`src/rtl/q3_pkg.sv`:
```
// q3_pkg: shared constants and types for the q3 function bank.
//   Q3_MASK_L1..Q3_MASK_L4 : 16-entry truth tables, bit i = f(n = i)
//   q3_idx_t               : 4-bit input index n = {x,y,z,m}
//   q3_cnt_t               : 3-bit population count 0..4
//   q3_popcount()          : ones count of an index
package q3_pkg;

  localparam logic [15:0] Q3_MASK_L1 = 16'h6996;  // odd parity
  localparam logic [15:0] Q3_MASK_L2 = 16'hE880;  // popcount >= 3
  localparam logic [15:0] Q3_MASK_L3 = 16'hF888;  // (x&y)|(z&m)
  localparam logic [15:0] Q3_MASK_L4 = 16'h28AC;  // prime index

  typedef logic [3:0] q3_idx_t;
  typedef logic [2:0] q3_cnt_t;

  function automatic q3_cnt_t q3_popcount(input q3_idx_t idx);
    q3_cnt_t cnt;
    cnt = '0;
    for (int unsigned i = 0; i < 4; i++) begin
      cnt = cnt + q3_cnt_t'(idx[i]);
    end
    return cnt;
  endfunction

endpackage

```
`src/rtl/q3_fn_lut.sv`:
```
// q3_fn_lut: combinational 16-entry lookup of one fixed Boolean function.
//   MASK  (param) : truth table, bit i = output for index i
//   i_idx (in, 4) : index n
//   o_f   (out,1) : MASK[n]
module q3_fn_lut
  import q3_pkg::*;
#(
  parameter logic [15:0] MASK = '0
) (
  input  q3_idx_t i_idx,
  output logic    o_f
);

  assign o_f = MASK[i_idx];

endmodule

```
`src/rtl/q3_fn_bank.sv`:
```
// q3_fn_bank: registered bank of the four q3 functions plus popcount/parity.
//   clk, rst_n (async, active-low)
//   in_valid, x, y, z, m : input vector n = {x,y,z,m}, qualified by in_valid
//   out_valid            : one-cycle pulse when l1..l4, s, p carry a new result
//   l1..l4               : udp_q3_41..44 of n ; s : popcount(n) ; p : = l1
//   err                  : sticky mismatch between mask lookup and gate-level
//                          evaluation; only built when Q3_XCHECK_EN is defined,
//                          otherwise tied low.
module q3_fn_bank
  import q3_pkg::*;
(
  input  logic       clk,
  input  logic       rst_n,
  input  logic       in_valid,
  input  logic       x,
  input  logic       y,
  input  logic       z,
  input  logic       m,
  output logic       out_valid,
  output logic       l1,
  output logic       l2,
  output logic       l3,
  output logic       l4,
  output logic [2:0] s,
  output logic       p,
  output logic       err
);

  q3_idx_t w_idx;
  logic    w_l1, w_l2, w_l3, w_l4;
  q3_cnt_t w_cnt;

  logic    r_valid;
  logic    r_l1, r_l2, r_l3, r_l4;
  q3_cnt_t r_s;

  assign w_idx = {x, y, z, m};
  assign w_cnt = q3_popcount(w_idx);

  q3_fn_lut #(.MASK(Q3_MASK_L1)) u_lut_l1 (.i_idx(w_idx), .o_f(w_l1));
  q3_fn_lut #(.MASK(Q3_MASK_L2)) u_lut_l2 (.i_idx(w_idx), .o_f(w_l2));
  q3_fn_lut #(.MASK(Q3_MASK_L3)) u_lut_l3 (.i_idx(w_idx), .o_f(w_l3));
  q3_fn_lut #(.MASK(Q3_MASK_L4)) u_lut_l4 (.i_idx(w_idx), .o_f(w_l4));

  // Valid is a pure pulse; result registers only load on a valid cycle so
  // they hold across idle cycles.
  always_ff @(posedge clk or negedge rst_n) begin
    if (!rst_n) begin
      r_valid <= 1'b0;
      r_l1    <= 1'b0;
      r_l2    <= 1'b0;
      r_l3    <= 1'b0;
      r_l4    <= 1'b0;
      r_s     <= '0;
    end else begin
      r_valid <= in_valid;
      if (in_valid) begin
        r_l1 <= w_l1;
        r_l2 <= w_l2;
        r_l3 <= w_l3;
        r_l4 <= w_l4;
        r_s  <= w_cnt;
      end
    end
  end

  assign out_valid = r_valid;
  assign l1        = r_l1;
  assign l2        = r_l2;
  assign l3        = r_l3;
  assign l4        = r_l4;
  assign s         = r_s;
  assign p         = r_l1;

`ifdef Q3_XCHECK_EN
  logic w_g1, w_g2, w_g3, w_g4;
  logic w_mis;
  logic r_err;

  // Independent gate-level forms of the same four functions.
  assign w_g1  = x ^ y ^ z ^ m;
  assign w_g2  = (x & y & z) | (x & y & m) | (x & z & m) | (y & z & m);
  assign w_g3  = (x & y) | (z & m);
  assign w_g4  = (~x & ~y & z) | (~x & y & m) | (~y & z & m) | (y & ~z & m);
  assign w_mis = (w_g1 ^ w_l1) | (w_g2 ^ w_l2) | (w_g3 ^ w_l3) | (w_g4 ^ w_l4);

  always_ff @(posedge clk or negedge rst_n) begin
    if (!rst_n) begin
      r_err <= 1'b0;
    end else if (in_valid && w_mis) begin
      r_err <= 1'b1;
    end
  end

  assign err = r_err;
`else
  assign err = 1'b0;
`endif

endmodule

```
`config.mk`:
```
export PLATFORM = sky130hd
export DESIGN_NAME = q3_fn_bank
export DESIGN_NICKNAME = d
export VERILOG_FILES = /design/src/rtl/q3_pkg.sv /design/src/rtl/q3_fn_lut.sv /design/src/rtl/q3_fn_bank.sv
export SDC_FILE = /design/constraint.sdc
export NUM_CORES = 1
export LEC_CHECK = 0
export BUFFER_PORTS_ARGS = -buffer_cell sky130_fd_sc_hd__buf_2
export CORE_AREA = 2 2 39 41
export CTS_CLUSTER_SIZE = 25
export DETAILED_ROUTE_END_ITERATION = 10
export DIE_AREA = 0 0 41 43
export PLACE_DENSITY = 0.61
export SETUP_SLACK_MARGIN = 0.2
export SYNTH_ARGS = -nofsm -noshare
export SYNTH_HDL_FRONTEND = slang
export SYNTH_SLANG_ARGS = --single-unit
export TNS_END_PERCENT = 100
```
`constraint.sdc`:
```
create_clock -name clk -period 1.05 [get_ports clk]
set_input_delay 0 -clock clk [delete_from_list [all_inputs] [get_ports clk]]
set_output_delay 0 -clock clk [all_outputs]
set_load 0.005 [all_outputs]
```
== Word-level counts from Yosys, hierarchy flattened ==
Memories as Yosys holds them, arrays and structs flattened. A register that Yosys moved wholly into a read port is not among the register bits.
Index checks and enable logic that the tools add are counted.

* Logic and storage cells: 13
* Register bits after elaboration: 4
* Memories kept: 4
* Output and inout port bits: 10
* ROM bits: 64
* Bits of input ports: 7

* Reduce and logical (&&, ||, !) cells: 4
* Add/sub/neg operators: 3

{| class="wikitable"
|+ Memory list
! name !! words !! bits a word !! rd ports !! clocked after memory_dff !! wr ports !! RTL line !! RTL
|-
| (name not given) || 16 || 1 || 1 || 1 || 0 || q3_fn_lut.sv:14 || <nowiki>assign o_f = MASK[i_idx];</nowiki>
|-
| (name not given) || 16 || 1 || 1 || 1 || 0 || q3_fn_lut.sv:14 ||
|-
| (name not given) || 16 || 1 || 1 || 1 || 0 || q3_fn_lut.sv:14 ||
|-
| (name not given) || 16 || 1 || 1 || 1 || 0 || q3_fn_lut.sv:14 ||
|}

{| class="wikitable"
|+ Operators with widths
! kind !! number
|-
| $logic_not A1 Y1 || 4
|-
| $add A2 B1 Y3 || 1
|-
| $add A3 B1 Y3 || 1
|-
| $add A1 B1 Y2 || 1
|}

== Depth between registers and ports, before layout ==
* Word-level depth: 3
* Depth in mapped cells: 7
* Gate-level depth less buffers: 6

== By module ==
A second synthesis with hierarchy kept.

* Cells, all modules: 37
* Area total of the unflattened synthesis: 473.0 um^2

{| class="wikitable"
|+ Modules (own cells, without submodules)
! module !! seq. area each (um^2) !! area an instance (um^2) !! cells an instance !! times used
|-
| q3_fn_bank || 200.2 || 399.1 || 27 || 1
|-
| q3_fn_lut (u_lut_l1) || 0.0 || 26.3 || 3 || 1
|-
| q3_fn_lut (u_lut_l4) || 0.0 || 20.0 || 3 || 1
|-
| q3_fn_lut (u_lut_l2) || 0.0 || 18.8 || 3 || 1
|-
| q3_fn_lut (u_lut_l3) || 0.0 || 8.8 || 1 || 1
|}

== Least setup slack after synthesis ==
Ideal clock, no wire load.

* Path type: input to register
* Start point: input port y
* End point: register r_s[1] (netlist: s[1])
* Path buffers: 1
* Data arrival time: 1.387 ns
* Data required time: 0.925 ns
* Cell stages on the path: 7
* Setup slack: -0.462 ns
* Setup time: 0.125 ns
* Path through: buf_6 -> inv_1 -> fa_1 -> inv_1 -> ha_1 -> ha_1 -> mux2_2

* Longest elaborated chain between the ends: 2

{| class="wikitable"
|+ Ends and longest elaborated chain
! what !! RTL line !! RTL
|-
| from (decl) || q3_fn_bank.sv:16 || <nowiki>input logic y,</nowiki>
|-
| $add A2 B1 Y3 || q3_pkg.sv:20 || <nowiki>cnt = cnt + q3_cnt_t'(idx[i]);</nowiki>
|-
| $add A3 B1 Y3 || q3_pkg.sv:20 ||
|-
| via w_cnt[1] || q3_fn_bank.sv:31 || <nowiki>q3_cnt_t w_cnt;</nowiki>
|-
| to (signal assigned) || q3_fn_bank.sv:62 || <nowiki>r_s <= w_cnt;</nowiki>
|-
| to (decl) || q3_fn_bank.sv:35 || <nowiki>q3_cnt_t r_s;</nowiki>
|}

The timed path passes the listed nets, and every way through them passes these cells.
A chain may end at the register's enable or synchronous reset.

== Worst setup path in the final report ==
Same ends and word-level chain as after synthesis.

==> impl_metrics.py <==
metrics = {
    "run_status": {
        "status": "finished with violations",
        "violations": "setup timing",
    },
    "floorplan": {
        "start_util_pct": 36.9,
        "rows": 14,
        "core_mm2": 0.00138,
        "fp.dieW_um": 41,
        "io_pins": 17,
        "die_height_um": 43,
        "die-area_mm2": 0.00176,
    },
    "global_routing": {
        "grt_max_degree": 12,
        "antenna_found_initial": 0,
        "grt_pass1_vias": 377,
        "globalRouteOverflowTotal": 0,
        "grt.total_usage_pct": 12.4,
        "grt_pass1_wl_mm": 1.49,
    },
    "route": {
        "ant_nets": 0,
        "drt-initial-drc-count": 0,
        "routed_wl_um": 858,
        "vias_per_cell": 4.41,
        "vias": 366,
        "drc_errors": 0,
        "drtPass1Iterations": 1,
        "wire_per_inst_um": 10.3,
    },
    "cells_and_area": {
        "diodes": 0,
        "fin_cells": 83,
        "area_delta_synth_final_pct": 39.0,
        "fin_nets": 83,
        "drive_gt1_share_pct": 53.7,
    },
    "cts": {
        "clk_pin_slew_ns": 0.05,
        "cts_htree_levels": 1,
        "cts_tree": "done",
        "clock_path_buffers": 2,
        "numCtsBuffers": 3,
        "clock_latency_ns": 0.24,
        "root_buffer": "clkbuf_4",
        "clock-sinks": 8,
    },
    "timing": {
        "report.final.slew_viol_count": 0,
        "holdWs_ns": 0.0106,
        "max_freq_ghz": 0.866,
        "finalHoldViolations": 0,
        "fin_skew_ns": 0,
        "rsz0062_at_grt": "yes",
        "setup-tns-final_ns": -0.157,
        "finalWorstSetupSlack_ns": -0.105,
        "period_share_pct": 110,
        "period_needed_ns": 1.16,
        "setup_viol": 2,
    },
    "synthesis": {
        "yosysMostFrequentCell": "dfrtp_1",
        "synth_area_leader_cell": "dfrtp_1",
        "synth_edf_count": 0,
        "synth_top_area_share_pct": 39.2,
        "synth_nets": 60,
        "syn_inst": 46,
        "synth-seq-area-share_pct": 39.2,
        "ys_types": 20,
        "netlist_top_cells_count": "dfrtp_1 (8), ha_1 (6), inv_1 (6), mux2_2 (4)",
        "async_flop_share_pct": 100,
        "ys_warn_count": 0,
        "synth_ff_type": "dfrtp_1",
        "avgSynthCellArea_um2": 11.1,
        "synthTopCellsByArea": "dfrtp_1 (39%), ha_1 (15%), mux2_2 (8.8%), inv_1 (4.4%), fa_1 (3.9%)",
        "synth_area_um2": 510,
        "synth_seq_cells": 8,
    },
    "pwr": {
        "p_comb_share_pct": 30.8,
        "peakVddDrop_uv": 350,
        "finalPower_uw": 871,
        "power_frac_seq_pct": 43.7,
        "leakage_nw": 0.369,
        "p_per_area_mw_per_mm2": 1230,
        "power_frac_clock_pct": 25.5,
        "intPower_uw": 646,
        "p_sw_uw": 225,
        "switching_share_pct": 25.8,
    },
    "critical_path": {
        "worst-path-max-fanout": 2,
        "crit_buf_inv": 3,
        "cp-end-kind": "flop",
        "cp_top_family": "adder cells",
        "critical_path_class": "input port to flop",
        "cp_cell_sequence": "buf_8 -> inv_4 -> fa_1 -> inv_2 -> ha_4 -> ha_4 -> mux2_4",
        "reg2reg_slack_ns": 0.29,
        "crit_top_cell": "ha_4",
        "cpPeakStageDelay_ns": 0.54,
        "required_ns": 1.18,
        "start_kind": "input port",
        "cpMaxStageDelayCell": "fa_1",
        "cp.arrival_ns": 1.29,
    },
    "placed_design": {
        "place_inst": 79,
        "place_congestion": 0.723,
        "dp_hpwl_um": 717,
        "portBuffers": 15,
    },
    "hold_path": {
        "hold_path_class": "input port to flop",
    },
    "job": {
        "drv_cap": 0,
    },
}
[metal layers]
metal	part of all wire, %	GRT usage, %	up-vias
li1	-	-	189
met1	44	15.0	167
met2	51	19.4	10
met3	4.7	1.57	0
met4	0	8.00	0
met5	0	0	-
[registers in the layout, summed over array words and instances, names as in the netlist]
register,flops
l1,1
l4,1
l3,1
l2,1
s,3
out_valid,1
[worst paths after layout]
path                            startpoint   endpoint  cells past startpoint
worst max-delay path                     y       s[1]                      7
worst min-delay path              in_valid  out_valid                      1
worst max register to register          l1         l1                      1
worst min register to register          l4         l4                      2
max in group asynchronous            rst_n         l2                      2
min in group asynchronous            rst_n  out_valid                      2
[layout by cell type (no fill, tap or decap)]
cell type / n
a21oi_1: 2
a31oi_1: 1
buf_2: 13
buf_4: 7
buf_6: 1
buf_8: 1
clkbuf_4: 3
conb_1: 1
dfrtp_1: 8
dlygate4sd3_1: 1
fa_1: 1
ha_1: 4
ha_4: 2
inv_1: 3
inv_2: 2
inv_4: 1
mux2_2: 1
mux2_4: 4
mux2i_1: 1
nand2_1: 2
nand3_1: 2
nor2_1: 2
o211ai_1: 1
o311ai_1: 1
xnor2_1: 1
xnor2_2: 1
[cell families (layout without fill, tap and decap cells)]
family	count (synthesis)	in the layout	share of synthesized area, %
and+or+nand+nor	6	6	4.90
adders and majority gates	7	7	18.6
DFF	8	8	39.2
muxes	6	6	13.7
buffers and inverters	11	32	11.5
AOI/OAI and AO/OA	5	5	6.37
other	1	1	0.735
xor gates and xnor gates	2	2	4.90
[per-stage QoR]
step | area (um2) | setup WS (ns) | util, %
after global placement | 661 | -0.406 | 47.7
after floorplan | 558 | -0.311 | -
after global routing | 709 | -0.132 | 51.3
after CTS | 709 | -0.108 | 51.3
after detailed placement | 661 | -0.419 | 47.7
final | 709 | -0.105 | 51.3
[layout make-up]
class	instances	area, um2
Clock buffer	3	22.5
Inverter	6	25.0
Tap cell	16	20.0
Timing Repair Buffer	23	154
Multi-Input combinational cell	27	288
Sequential cell	8	200
Fill cell	127	674
[power groups by stage]
stage          registers, mW  logic (mW)  clock network, mW
5_1_grt                0.389       0.309              0.250
3_3_place_gp           0.384       0.262                  0
3_5_place_dp           0.385       0.267                  0
4_1_cts                0.381       0.275              0.235
6_report               0.380       0.268              0.222
2_1_floorplan          0.389       0.169                  0
[timing repair]
action                                  CTS  global route
buffers inserted                          0             0
endpoints found under the setup margin    3             3
endpoints found under the hold margin     8             0
resized for setup                         4             0
pin swaps                                 2             0
hold buffers                              1             0
(Power assumes the default switching activity.)
